File: config.mk
export PLATFORM = sky130hd
export DESIGN_NAME = lcd_bl_ctrl
export DESIGN_NICKNAME = d
export VERILOG_FILES = /design/src/rtl/lcd_bl_ctrl.sv
export SDC_FILE = /design/constraint.sdc
export NUM_CORES = 1
export LEC_CHECK = 0
export ABC_CLOCK_PERIOD_IN_PS = 4400
export BUFFER_PORTS_ARGS = -buffer_cell sky130_fd_sc_hd__buf_2
export CORE_UTILIZATION = 25
export DETAILED_ROUTE_END_ITERATION = 10
export MAX_ROUTING_LAYER = met4
export PLACE_DENSITY = 0.4
export SLEW_MARGIN = 20
export SYNTH_ARGS = -nofsm -noshare
export SYNTH_HDL_FRONTEND = slang
export SYNTH_SLANG_ARGS = --single-unit
File: constraint.sdc
create_clock -name clk27 -period 4.4 [get_ports clk27]
set_clock_uncertainty 0.05 [all_clocks]
set_input_delay 0.66 -clock clk27 [delete_from_list [all_inputs] [get_ports clk27]]
set_output_delay 0.66 -clock clk27 [all_outputs]
set_load 0.01 [all_outputs]
File: src/rtl/lcd_bl_ctrl.sv
// Front-panel button debounce, activity tracking and LCD backlight idle-timeout FSM.
// Define LCD_BL_FADE_EN to include the PWM fade-out stage between ON and DARK.
module lcd_bl_ctrl #(
    parameter int CLK_FREQ_HZ = 27000000,
    parameter int N_BTN       = 2,
    parameter int DEBOUNCE_MS = 20,
    parameter int MS_W        = 15,
    parameter int PWM_W       = 8
) (
    input  logic             clk27,
    input  logic             reset_n,
    input  logic [N_BTN-1:0] btn_in,
    input  logic             remote_event,
    input  logic             bl_enable,
    input  logic             force_on,
    input  logic [MS_W-1:0]  timeout_ms,
    input  logic [3:0]       fade_step_ms,
    output logic [N_BTN-1:0] btn_out,
    output logic [N_BTN-1:0] btn_press,
    output logic             bl_pwm,
    output logic [1:0]       bl_state,
    output logic [MS_W-1:0]  idle_ms
);
    localparam int MS_DIV = CLK_FREQ_HZ / 1000;
    localparam int PRE_W  = (MS_DIV > 1) ? $clog2(MS_DIV) : 1;
    localparam int DB_W   = (DEBOUNCE_MS > 0) ? $clog2(DEBOUNCE_MS + 1) : 1;
    localparam logic [PRE_W-1:0] PRE_LAST = PRE_W'(MS_DIV - 1);
    localparam logic [DB_W-1:0]  DB_LAST  = DB_W'(DEBOUNCE_MS);

    logic [PRE_W-1:0] db_pre_q;
    logic             db_tick;

    assign db_tick = (db_pre_q == PRE_LAST);

    always_ff @(posedge clk27 or negedge reset_n) begin
        if (!reset_n) db_pre_q <= '0;
        else          db_pre_q <= db_tick ? '0 : db_pre_q + 1'b1;
    end

    logic [N_BTN-1:0] sync1_q, sync2_q, btn_lvl, btn_out_q, btn_press_q;
    logic [DB_W-1:0]  db_cnt_q [N_BTN];

    // Buttons are active-low on the pins; btn_lvl is 1 while pressed.
    assign btn_lvl = ~sync2_q;

    always_ff @(posedge clk27 or negedge reset_n) begin
        if (!reset_n) begin
            sync1_q     <= '0;
            sync2_q     <= '0;
            btn_out_q   <= '0;
            btn_press_q <= '0;
            for (int i = 0; i < N_BTN; i++) db_cnt_q[i] <= '0;
        end else begin
            sync1_q     <= btn_in;
            sync2_q     <= sync1_q;
            btn_press_q <= '0;
            for (int i = 0; i < N_BTN; i++) begin
                if (btn_lvl[i] == btn_out_q[i]) begin
                    db_cnt_q[i] <= '0;
                end else if (db_tick) begin
                    if (db_cnt_q[i] == DB_LAST) begin
                        db_cnt_q[i]    <= '0;
                        btn_out_q[i]   <= btn_lvl[i];
                        btn_press_q[i] <= btn_lvl[i];
                    end else begin
                        db_cnt_q[i] <= db_cnt_q[i] + 1'b1;
                    end
                end
            end
        end
    end

    logic rem_sync1_q, rem_sync2_q, rem_prev_q;
    logic activity;

    always_ff @(posedge clk27 or negedge reset_n) begin
        if (!reset_n) begin
            rem_sync1_q <= 1'b0;
            rem_sync2_q <= 1'b0;
            rem_prev_q  <= 1'b0;
        end else begin
            rem_sync1_q <= remote_event;
            rem_sync2_q <= rem_sync1_q;
            rem_prev_q  <= rem_sync2_q;
        end
    end

    assign activity = (rem_sync2_q != rem_prev_q) | (|btn_press_q);

    logic [PRE_W-1:0] idle_pre_q, idle_pre_d;
    logic [MS_W-1:0]  idle_ms_q, idle_ms_d;

    always_comb begin
        idle_pre_d = idle_pre_q;
        idle_ms_d  = idle_ms_q;
        if (activity) begin
            idle_pre_d = '0;
            idle_ms_d  = '0;
        end else if (idle_pre_q == PRE_LAST) begin
            idle_pre_d = '0;
            if (idle_ms_q != '1) idle_ms_d = idle_ms_q + 1'b1;
        end else begin
            idle_pre_d = idle_pre_q + 1'b1;
        end
    end

    always_ff @(posedge clk27 or negedge reset_n) begin
        if (!reset_n) begin
            idle_pre_q <= '0;
            idle_ms_q  <= '0;
        end else begin
            idle_pre_q <= idle_pre_d;
            idle_ms_q  <= idle_ms_d;
        end
    end

    logic timeout_hit;
    assign timeout_hit = (timeout_ms != '0) && (idle_ms_q >= timeout_ms) && !force_on && !activity;

`ifdef LCD_BL_FADE_EN
    typedef enum logic [1:0] {ST_OFF = 2'b00, ST_ON = 2'b01, ST_FADE = 2'b10, ST_DARK = 2'b11} bl_state_e;

    localparam logic [PWM_W-1:0] DUTY_MAX = '1;

    bl_state_e        state_q;
    logic             bl_pwm_q;
    logic [PWM_W-1:0] duty_q, pwm_cnt_q;
    logic [PRE_W-1:0] fade_pre_q;
    logic [3:0]       fade_ms_q;
    logic             fade_step;

    // The fade ms counter restarts on FADE entry so the first step is a full period.
    assign fade_step = (fade_pre_q == PRE_LAST) &&
                       (({1'b0, fade_ms_q} + 5'd1) >= {1'b0, fade_step_ms});

    always_ff @(posedge clk27 or negedge reset_n) begin
        if (!reset_n) begin
            state_q    <= ST_OFF;
            bl_pwm_q   <= 1'b0;
            duty_q     <= '0;
            pwm_cnt_q  <= '0;
            fade_pre_q <= '0;
            fade_ms_q  <= '0;
        end else begin
            pwm_cnt_q <= pwm_cnt_q + 1'b1;
            if (fade_pre_q == PRE_LAST) begin
                fade_pre_q <= '0;
                fade_ms_q  <= fade_step ? '0 : fade_ms_q + 1'b1;
            end else begin
                fade_pre_q <= fade_pre_q + 1'b1;
            end

            if (!bl_enable) begin
                state_q  <= ST_OFF;
                bl_pwm_q <= 1'b0;
                duty_q   <= '0;
            end else begin
                case (state_q)
                    ST_OFF: begin
                        state_q  <= ST_ON;
                        bl_pwm_q <= 1'b1;
                    end
                    ST_ON: begin
                        if (timeout_hit) begin
                            if (fade_step_ms != 4'd0) begin
                                state_q    <= ST_FADE;
                                duty_q     <= DUTY_MAX;
                                fade_pre_q <= '0;
                                fade_ms_q  <= '0;
                                bl_pwm_q   <= (pwm_cnt_q < DUTY_MAX);
                            end else begin
                                state_q  <= ST_DARK;
                                bl_pwm_q <= 1'b0;
                            end
                        end else begin
                            bl_pwm_q <= 1'b1;
                        end
                    end
                    ST_FADE: begin
                        if (activity || force_on) begin
                            state_q  <= ST_ON;
                            bl_pwm_q <= 1'b1;
                            duty_q   <= '0;
                        end else if (fade_step) begin
                            if (duty_q == '0) begin
                                state_q  <= ST_DARK;
                                bl_pwm_q <= 1'b0;
                            end else begin
                                duty_q   <= duty_q - 1'b1;
                                bl_pwm_q <= (pwm_cnt_q < (duty_q - 1'b1));
                            end
                        end else begin
                            bl_pwm_q <= (pwm_cnt_q < duty_q);
                        end
                    end
                    default: begin
                        if (activity || force_on) begin
                            state_q  <= ST_ON;
                            bl_pwm_q <= 1'b1;
                        end else begin
                            bl_pwm_q <= 1'b0;
                        end
                    end
                endcase
            end
        end
    end
`else
    typedef enum logic [1:0] {ST_OFF = 2'b00, ST_ON = 2'b01, ST_DARK = 2'b11} bl_state_e;

    bl_state_e state_q;
    logic      bl_pwm_q;
    logic      unused_nofade;

    assign unused_nofade = ^{fade_step_ms, {PWM_W{1'b0}}};

    always_ff @(posedge clk27 or negedge reset_n) begin
        if (!reset_n) begin
            state_q  <= ST_OFF;
            bl_pwm_q <= 1'b0;
        end else if (!bl_enable) begin
            state_q  <= ST_OFF;
            bl_pwm_q <= 1'b0;
        end else begin
            case (state_q)
                ST_OFF: begin
                    state_q  <= ST_ON;
                    bl_pwm_q <= 1'b1;
                end
                ST_ON: begin
                    if (timeout_hit) begin
                        state_q  <= ST_DARK;
                        bl_pwm_q <= 1'b0;
                    end else begin
                        bl_pwm_q <= 1'b1;
                    end
                end
                default: begin
                    if (activity || force_on) begin
                        state_q  <= ST_ON;
                        bl_pwm_q <= 1'b1;
                    end else begin
                        bl_pwm_q <= 1'b0;
                    end
                end
            endcase
        end
    end
`endif

    assign btn_out   = btn_out_q;
    assign btn_press = btn_press_q;
    assign bl_pwm    = bl_pwm_q;
    assign bl_state  = state_q;
    assign idle_ms   = idle_ms_q;

endmodule

# --- Word level (Yosys, flattened, before mapping) ---
# Cells that the tools add are included.
word_totals:
  inputBits: 26
  wordCells: 79
  register_bits: 69
op_classes:
  addsub: 5
  mux: 26
  n_reduce_logical: 17
  eq_ne: 11
  order_cmp: 1
  n_bitwise: 4
ops:
  columns: ["op", "n"]
  rows:
  - ["15-bit two-way mux", 6]
  - ["15-bit by 1-bit adder with 15-bit output (second input constant)", 3]
  - ["15-bit == test (second input constant)", 2]
  - ["5-bit two-way mux", 6]
  - ["15-bit greater-or-equal comparator", 1]
  - ["15-bit inequality test (second input constant)", 1]
  - ["15-bit nonzero test", 1]
  - ["5-bit by 1-bit adder with 5-bit output (second input constant)", 2]
  - ["5-bit == test (second input constant)", 2]
  - ["1-bit two-way mux", 9]
  - ["2-bit nonzero test", 4]
  - ["2-bit two-way mux", 3]
  - ["3-bit AND reduction", 2]
  - ["4-bit by 1-bit inequality test with 1-bit output (second input constant)", 1]
  - ["2-bit case mux with 2 select lines", 1]
  - ["2-bit AND reduction", 2]
  - ["1-bit logical AND", 3]
  - ["3-bit inequality test (second input constant)", 1]
  - ["1-bit == test", 2]
  - ["2-bit by 1-bit == test with 1-bit output (second input constant)", 1]
  - ["1-bit zero test", 2]
  - ["2-bit zero test", 1]
  - ["1-bit NOT", 2]
  - ["2-bit NOT", 1]
  - ["other kinds (5)", 5]

# --- Longest topological paths before layout ---
# Gate-level depths: netlist of the first run.
logic_depth:
  word_depth: 7
  depth_mapped: 7
  mapped_depth_nobuf: 7

# --- Worst setup path before layout of the first run ---
# No wires, ideal clock.
synth_timing:
  path_type: "flip-flop to flip-flop"
  startpoint: "register idle_pre_q[10]"
  endpoint: "register idle_ms_q[9], in the netlist idle_ms[9]"
  arrival_time_ns: 2.037
  required_ns: 4.272
  stages_incl_launch_ff: 7
  path_buffers: 1
  slack_ns: 2.235
  cell_sequence: "dfrtp_1 -> or4b_1 -> nor4_4 -> o311ai_1 -> buf_2 -> or4_1 -> a21oi_1"
synth_via:
  elab_chain_cells: 3
synth_lines:
  columns: ["item", "line", "text"]
  rows:
  - ["start: declaration", "90", "logic [PRE_W-1:0] idle_pre_q, idle_pre_d;"]
  - ["start signal: assignment", "112", "idle_pre_q <= idle_pre_d;"]
  - ["15-bit == test", "99", "end else if (idle_pre_q == PRE_LAST) begin"]
  - ["2-bit nonzero test (no source line)", null, null]
  - ["2-bit AND reduction (no source line)", null, null]
  - ["end signal: assignment", "113", "idle_ms_q <= idle_ms_d;"]
  - ["end: declaration", "91", "logic [MS_W-1:0] idle_ms_q, idle_ms_d;"]
# Every way passes these cells.
# A chain may end at the register's enable or synchronous reset.

# --- Worst setup path after layout of the first run ---
layout_timing:
  startpoint: "register idle_ms_q[2], in the netlist idle_ms[2]"
  endpoint: "register idle_ms_q[7], in the netlist idle_ms[7]"
layout_via:
  elab_chain_cells: 4
layout_lines:
  columns: ["item", "line", "text"]
  rows:
  - ["15-bit by 1-bit adder with 15-bit output", "101", "if (idle_ms_q != '1) idle_ms_d = idle_ms_q + 1'b1;"]
  - ["15-bit two-way mux", "101", null]
  - ["15-bit two-way mux", "99", null]
  - ["15-bit two-way mux", "96", "if (activity) begin"]
# Parallel ways exist; a longest one is shown, timed or not. The select of a mux whose other input is x is not followed.

==> summary.txt, run 1 <==
Synth warnings = 0
Top-count cell post-synth = dfrtp_1
Antenna diodes = 0
Initial antenna violation count = 0
Most frequent cells after synthesis = 69 x dfrtp_1, 38 x nor2_1, 25 x inv_1, 25 x nand2_1, 24 x xor2_1
Kind of critical path = flip-flop to flip-flop
Mux cell area share after synthesis = 1.392%
Largest net degree at the start of global routing = 37
Synth Area in Compound Gates = 10.44%
Core Region = 13930 sq um
XOR/XNOR Fraction of Synth Area = 7.066%
Die H = 121.9 microns
Sw Share = 21.43%
IO buf count = 43
Placer Congestion = 0.7750
Max Used Layer = met4
Power Dens Cells = 342.5 nW/um^2
Final ANT Viol Nets = 0
Clock group share of total power = 52.4%
Post-CTS sizing = 0
Sequential share of power = 43.4%
Met2 routed WL = 3625 microns
Global-route wire length before repair = 13390 microns
Post-synthesis sequential area ratio = 48.03%
Post-DP HPWL = 5748 microns
Internal Power = 1.174 mW
Crit share post-route = 58.35%
Synthesized instance count = 363
Postcts setup bufs = 0
Post-route cell area = 4363 sq um
Final worst path period need = 2.567 ns
Total power = 1.494 mW
Via density = 4.641
CTS tree = yes
Fmax = 389.5 MHz
Top FF cell, synth = dfrtp_1
Crit end category = flip-flop
Sw Pwr = 0.3203 mW
Status = finished clean
Initial Util = 25.80%
Syn_nets = 411
# nets final = 459
Total clock sinks = 69
DRT Wirelength = 7976 microns
Setup_tns = 0 ns
Storage cell area = 1727 sq um
Routed WL per cell = 13.38 microns
Post-Route M1 WL = 3836 microns
Synth area leaders = dfrtp_1 48%, ha_1 7.7%, xor2_1 5.8%
DRT Pass-1 Iters = 4
Final Max Tran Viols = 0
Slew headroom = 41.15%
Iteration-0 DRC Markers = 49
Area leader, netlist = dfrtp_1
EDFF count, synth = 0
Drt drc = 0
Rows = 43
Post-Syn Area = 3595 sq um
Largest family of logic cells by synthesized area = simple AND/OR/NAND/NOR gates
CP required = 4.53 ns
Max cap viols = 0
CTS clk-pin slew, worst paths = 0.06 ns
WL met3 = 365 microns
Die area = 14860 sq um
Worst Hold Class = flip-flop to flip-flop
Multi-input gate area = 1754 sq um
CTS Buf Count = 9
Leakage = 2.009 nW
Clk root buf = clkbuf_16
Number of library cell types mapped by synthesis = 43
RSZ-0062 raised after global routing = no
Filler cells = 1429
Mean Syn Cell Area = 9.903 sq um
H-tree levels = 3
Synth Area in Simple Gates = 21.79%
Synth async-reset ratio = 100.0%
Clk buf depth = 2
Layout cell share with drive strength beyond 1 = 16.59%
Top-Level Pins = 48
Via Count = 2766
DP Area = 4030 sq um
Combinational share of power = 4.1%
Seq cells post-synth = 69
Total GRT Usage = 12.16%
Max VDD drop = 0.2034 mV
Worst skew pair latency = 0.33 ns
GRT overflow = 0
Crit start category = flip-flop
Critical path peak fanout = 12
Final hold vios = 0
Vias in the first global route = 2707
Die Span X = 121.9 microns
Worst Tran Pin Value = 0.8827 ns
Hold buffer count at cts = 0
Area Overhead vs Synth = 21.37%
Post-route core utilization = 31.31%
Synth Area in Adders = 7.658%
Final-report setup violation count = 0
Worst EP arrival = 2.70 ns
Top-area cell type share of the netlist area = 48.03%
## stage by stage
stage | hold WS (ns) | worst slack (ns) | cells
after detailed placement | 0.2886 | 1.492 | 580
after global routing | 0.3104 | 1.576 | 596
after global placement | 0.2868 | 1.486 | 580
after CTS | 0.3034 | 1.481 | 596
after floorplan | 0.2812 | 2.235 | 363
final | 0.3020 | 1.833 | 596
## power by group through the flow
stage,clock network [mW],logic [mW],registers [mW]
after CTS,0.813,0.0650,0.649
after detailed placement,0,0.0644,0.660
after global placement,0,0.0638,0.660
after global routing,0.841,0.0725,0.649
after floorplan,0,0.0278,0.660
final,0.784,0.0618,0.649
## flip-flops by register name, indices dropped and copies added, names as in the netlist, 2 cells and up
name	flops
db_pre_q	15
idle_ms	15
idle_pre_q	15
db_cnt_q	10
bl_state	2
btn_out	2
btn_press	2
sync1_q	2
sync2_q	2
## metal layers
metal	vias to the layer above	GRT usage, %
met5	-	-
met4	0	4.784
met3	11	3.745
met2	47	18.43
met1	1316	15.03
li1	1392	-
## cells in the final DEF (no fill, tap or decap), types with 3 or more instances in the layout
master,Yosys,layout
a21oi_1,20,20
a41oi_1,3,3
and2_1,3,3
and3_1,7,7
buf_2,2,43
buf_4,0,3
clkbuf_16,0,9
dfrtp_1,69,69
ha_1,22,22
inv_1,25,25
mux2i_1,5,5
nand2_1,25,25
nand3_1,15,15
nand3b_1,3,3
nand4_1,12,12
nor2_1,38,38
nor3_1,7,7
nor4_1,5,5
o21ai_0,15,15
o31ai_1,3,3
or3_1,12,12
or4_1,5,5
xnor2_1,5,5
xor2_1,24,24
## worst max-delay path, cell delays in order, from the launching register on
cell,delay (ns)
dfrtp_1,0.51
nand4_1,0.30
or4_1,0.63
o311ai_2,0.65
or4_1,0.21
a21oi_1,0.07
## path summary, 6_finish.rpt
path / endpoint / slack (ns) / startpoint / depth (start not counted)
max: idle_ms[7]$_DFFE_PN0P_ / 1.83 / idle_ms[2]$_DFFE_PN0P_ / 5
min: sync2_q[0]$_DFF_PN0_ / 0.30 / sync1_q[0]$_DFF_PN0_ / 0
max reg2reg: idle_ms[7]$_DFFE_PN0P_ / 1.83 / idle_ms[2]$_DFFE_PN0P_ / 5
min reg2reg: sync2_q[0]$_DFF_PN0_ / 0.30 / sync1_q[0]$_DFF_PN0_ / 0
max in group asynchronous: db_pre_q[0]$_DFF_PN0_ / 3.08 / reset_n / 2
min in group asynchronous: bl_pwm$_DFF_PN0_ / 0.40 / reset_n / 1
## cells by family after synthesis
group,Yosys count
AND/OR/NAND/NOR,145
flip-flops,69
AO/OA/AOI/OAI,59
buffers and inverters,34
XOR/XNOR,29
adder cells (fa/ha/maj),22
multiplexers,5
## layout make-up
type	count	area share, %
clock buffer	10	5.477
clock inverter	6	1.979
sequential	69	39.58
inverter	25	2.151
tap	180	5.162
timing repair buffer	46	5.449
multi-input combinational	260	40.21
Power figures use the tool's default switching activity.
==> run 2: changes to the inputs <==
ABC_CLOCK_PERIOD_IN_PS = 2600   (was 4400)
clock period = 2.6 ns   (was 4.4 ns; I/O delays follow)
==> summary.txt, run 2 (synthesis results as in run 1) <==
Worst skew pair latency = 0.34 ns
Final Max Tran Viols = 0
Worst Tran Pin Value = 0.5701 ns
IO buf count = 43
Setup_tns = 0 ns
Initial antenna violation count = 0
Total GRT Usage = 12.49%
Iteration-0 DRC Markers = 133
Final-report setup violation count = 0
# nets final = 470
Die Span X = 121.9 microns
DRT Pass-1 Iters = 4
Fin Hold WS = 0.1116 ns
Clk root buf = clkbuf_16
RSZ-0062 raised after global routing = no
Top-Level Pins = 48
Fmax = 419.8 MHz
Kind of critical path = flip-flop to flip-flop
Max VDD drop = 0.2864 mV
Postcts setup bufs = 0
CTS clk-pin slew, worst paths = 0.06 ns
Core Region = 13930 sq um
Post-DP HPWL = 5923 microns
R2R setup slack = 0.22 ns
Reg2Reg Depth = 6
Reg2reg start = idle_pre_q[10]$_DFF_PN0_
Final ANT Viol Nets = 0
Critical Path End = idle_ms[11]$_DFFE_PN0P_
GRT overflow = 0
Critical Path Start = idle_pre_q[10]$_DFF_PN0_
Rows = 43
Final hold vios = 0
Worst flop-to-flop path endpoint = idle_ms[11]$_DFFE_PN0P_
Commonest non-fill, non-tap cell in the layout = dfrtp_1
Final worst path period need = 2.382 ns
CTS Buf Count = 9
Leakage = 2.058 nW
Largest net degree at the start of global routing = 39
Clk buf depth = 2
Slew headroom = 61.93%
CTS tree = yes
Via density = 4.634
Post-route core utilization = 31.98%
Die H = 121.9 microns
Cells after DPL = 590
H-tree levels = 3
Layout cell share with drive strength beyond 1 = 18.03%
Routed WL per cell = 13.29 microns
Initial Util = 25.80%
Crit end category = flip-flop
Max cap viols = 0
Status = finished clean
Drt drc = 0
Critical path peak fanout = 12
Power Dens Cells = 564.4 nW/um^2
CP required = 2.81 ns
Die area = 14860 sq um
Worst EP arrival = 2.59 ns
Antenna diodes = 0
Area Overhead vs Synth = 23.98%
Most frequent cells in the layout = 69 x dfrtp_1, 43 x buf_2, 38 x nor2_1
Total clock sinks = 69
Placer Congestion = 0.7974
Via Count = 2813
Worst Hold Class = primary input to flip-flop
DRT Wirelength = 8067 microns
Vias in the first global route = 2818
Crit share post-route = 91.62%
Fin cells = 607
Crit start category = flip-flop
Global-route wire length before repair = 13680 microns
==> run 2: cell types whose count changed in the layout (fill, tap and decap cells not counted) <==
cell           delta
buf_4             +8
buf_12            +2
clkinvlp_4        +2
clkbuf_1          +1
clkbuf_8          -1
clkinv_2          -1
clkinv_4          -1
dlygate4sd3_1     +1
o311ai_1          +1
o311ai_2          -1
==> run 2: what timing repair did <==
action                    CTS  global route
resized for setup           0             0
hold endpoints to repair   12             0
hold buffers                1             0
==> run 2: critical path, stage by stage, from the launching register on <==
cell      delay [ns]
dfrtp_1         0.43
or4b_1          0.58
nor4_4          0.27
o311ai_1        0.15
buf_4           0.19
or4_1           0.47
a21oi_1         0.15
==> run 2: routing by layer <==
metal,share of wire [%],up-vias,global-route usage (%)
li1,-,1406,-
met1,46,1348,14.54
met2,48,52,20.02
met3,4.8,7,4.120
met4,1.2,0,4.475
met5,0,-,-
==> run 2: cell type report <==
cell class              count  area [sq um]
fillers                  1453          9478
multi-input cells         260          1747
flip-flops and latches     69          1727
repair buffers             57         347.8
clock buffers              10         229.0
well taps                 180         225.2
inverters                  25         93.84
clock inverters             6         87.58
==> run 2: report_power, final <==
group / switching (mW) / internal (mW) / leakage, nW
Sequential: 0.00958 / 1.09 / 0.926
Clock: 0.470 / 0.838 / 0.145
Combinational: 0.0709 / 0.0391 / 0.987
Total: 0.550 / 1.97 / 2.06
==> run 2: worst min path at each step <==
stage	from	slack [ns]	cells after the start	endpoint
floorplan	reset_n	0.04	0	bl_pwm$_DFF_PN0_
global placement	sync1_q[0]$_DFF_PN0_	0.29	0	sync2_q[0]$_DFF_PN0_
detailed placement	sync1_q[1]$_DFF_PN0_	0.29	0	sync2_q[1]$_DFF_PN0_
CTS	btn_in[1]	0.09	1	sync1_q[1]$_DFF_PN0_
global route	btn_in[1]	0.09	1	sync1_q[1]$_DFF_PN0_
finish	btn_in[1]	0.11	1	sync1_q[1]$_DFF_PN0_
==> run 2: stage by stage <==
step / power, mW / setup slack [ns] / area, sq um
3_5_place_dp: 1.231 / 0.2291 / 4130
4_1_cts: 2.574 / 0.2089 / 4457
3_3_place_gp: 1.231 / 0.2550 / 4130
6_report: 2.516 / 0.2180 / 4457
2_1_floorplan: 1.163 / 0.4350 / 3595
5_1_grt: 2.632 / 0.1010 / 4457
==> run 3: changes to the inputs <==
CORE_ASPECT_RATIO = 2   (was not set)
CORE_MARGIN = 4   (was not set)
==> summary.txt, run 3 (synthesis results as in run 1) <==
Worst EP arrival = 2.54 ns
Vias in the first global route = 3057
Clk buf depth = 2
Hold buffer count at cts = 0
Fmax = 427.3 MHz
Fin cells = 613
Worst flop-to-flop path endpoint = idle_ms[11]$_DFFE_PN0P_
Power Dens Cells = 544.6 nW/um^2
Via Count = 2892
Total clock sinks = 69
Postcts setup bufs = 0
Via density = 4.718
Clk root buf = clkbuf_16
Final hold vios = 0
Largest net degree at the start of global routing = 70
Worst Hold Class = primary input to asynchronous set/reset pin
Rows = 61
Worst Tran Pin Value = 0.4428 ns
Die Span X = 92.79 microns
Post-DP HPWL = 6428 microns
Core Region = 14040 sq um
CTS clk-pin slew, worst paths = 0.06 ns
Critical path peak fanout = 12
Combinational share of power = 4.5%
Sw Pwr = 0.5463 mW
RSZ-0062 raised after global routing = no
Initial Util = 25.60%
Place WS = 0.2595 ns
Antenna diodes = 0
CTS tree = yes
Final Max Tran Viols = 0
GRT overflow = 0
IO buf count = 43
Area Overhead vs Synth = 23.08%
Sw Share = 22.68%
Final worst slack = 0.2597 ns
Final-report setup violation count = 0
Status = finished clean
DRT Wirelength = 8583 microns
Reg2reg start = idle_pre_q[10]$_DFF_PN0_
Layout cell share with drive strength beyond 1 = 17.92%
CTS Buf Count = 9
Setup_tns = 0 ns
R2R setup slack = 0.26 ns
Routed WL per cell = 14.00 microns
Max VDD drop = 0.4121 mV
Initial antenna violation count = 0
Most frequent cells in the layout = 69 x dfrtp_1, 43 x buf_2, 38 x nor2_1
# nets final = 468
Final worst path period need = 2.340 ns
Internal Power = 1.863 mW
Top-Level Pins = 48
Worst skew pair latency = 0.33 ns
Crit end category = flip-flop
Total power = 2.409 mW
H-tree levels = 3
Reg2Reg Depth = 6
Sequential share of power = 45.6%
Crit start category = flip-flop
Drt drc = 0
Total GRT Usage = 11.50%
Post-CTS sizing = 0
Placer Congestion = 0.7136
Cells after DPL = 598
Iteration-0 DRC Markers = 60
Slew headroom = 70.41%
Crit share post-route = 90.01%
DRT Pass-1 Iters = 4
CP required = 2.80 ns
Commonest non-fill, non-tap cell in the layout = dfrtp_1
Die area = 16480 sq um
Global-route wire length before repair = 14480 microns
Clock group share of total power = 49.9%
Leakage = 2.043 nW
Final ANT Viol Nets = 0
Die H = 177.6 microns
Kind of critical path = flip-flop to flip-flop
Max cap viols = 0
-- run 3: cell types whose count changed in the layout (fill, tap and decap cells not counted) --
cell,delta
clkinv_2,+1
clkinv_4,+2
dlygate4sd3_1,-1
clkbuf_1,-1
bufinv_16,-1
clkinvlp_4,-2
buf_4,-1
-- run 3: layout make-up --
| class | count | area [sq um] |
|---|---|---|
| clock buffers | 9 | 225.2 |
| clock inverters | 6 | 65.06 |
| fillers | 1533 | 9619 |
| inverters | 25 | 93.84 |
| multi-input cells | 260 | 1747 |
| flip-flops and latches | 69 | 1727 |
| well taps | 189 | 236.5 |
| repair buffers | 55 | 330.3 |
-- run 3: how the worst max path moves through the flow --
stage | start | slack, ns | to
after floorplan | idle_pre_q[10]$_DFF_PN0_ | 0.44 | idle_ms[9]$_DFFE_PN0P_
after global placement | idle_pre_q[10]$_DFF_PN0_ | 0.28 | idle_ms[11]$_DFFE_PN0P_
after detailed placement | idle_pre_q[10]$_DFF_PN0_ | 0.26 | idle_ms[11]$_DFFE_PN0P_
after CTS | idle_pre_q[10]$_DFF_PN0_ | 0.24 | idle_ms[11]$_DFFE_PN0P_
after global routing | idle_pre_q[10]$_DFF_PN0_ | 0.09 | idle_ms[11]$_DFFE_PN0P_
final | idle_pre_q[10]$_DFF_PN0_ | 0.26 | idle_ms[11]$_DFFE_PN0P_
-- run 3: through the flow --
stage	util [%]	instance area (sq um)	hold WS (ns)
global placement	29.44	4134	0.2859
finish	31.50	4424	0.01580
global route	31.50	4424	0.06694
detailed placement	29.44	4134	0.2862
CTS	31.50	4424	0.04142
floorplan	-	3595	0.04441
-- run 3: routing by layer --
metal  up-vias  track usage, %  part of all wire [%]
met5         -               -                     0
met4         0           4.343                   1.7
met3         8           2.121                   3.1
met2        55           22.51                    58
met1      1422           10.76                    37
li1       1407               -                     -
-- run 3: power groups by stage --
stage          Clock [mW]  Sequential [mW]  Combinational, mW
6_report             1.20             1.10              0.109
5_1_grt              1.29             1.10              0.128
4_1_cts              1.25             1.10              0.115
3_5_place_dp            0             1.12              0.116
3_3_place_gp            0             1.12              0.112
2_1_floorplan           0             1.12             0.0470
-- run 3: critical path, cell delays in order (launching register included) --
cell and delay [ns]:
dfrtp_1 0.42, or4b_1 0.58, nor4_4 0.25, o311ai_1 0.15
buf_4 0.20, or4_1 0.47, a21oi_1 0.14
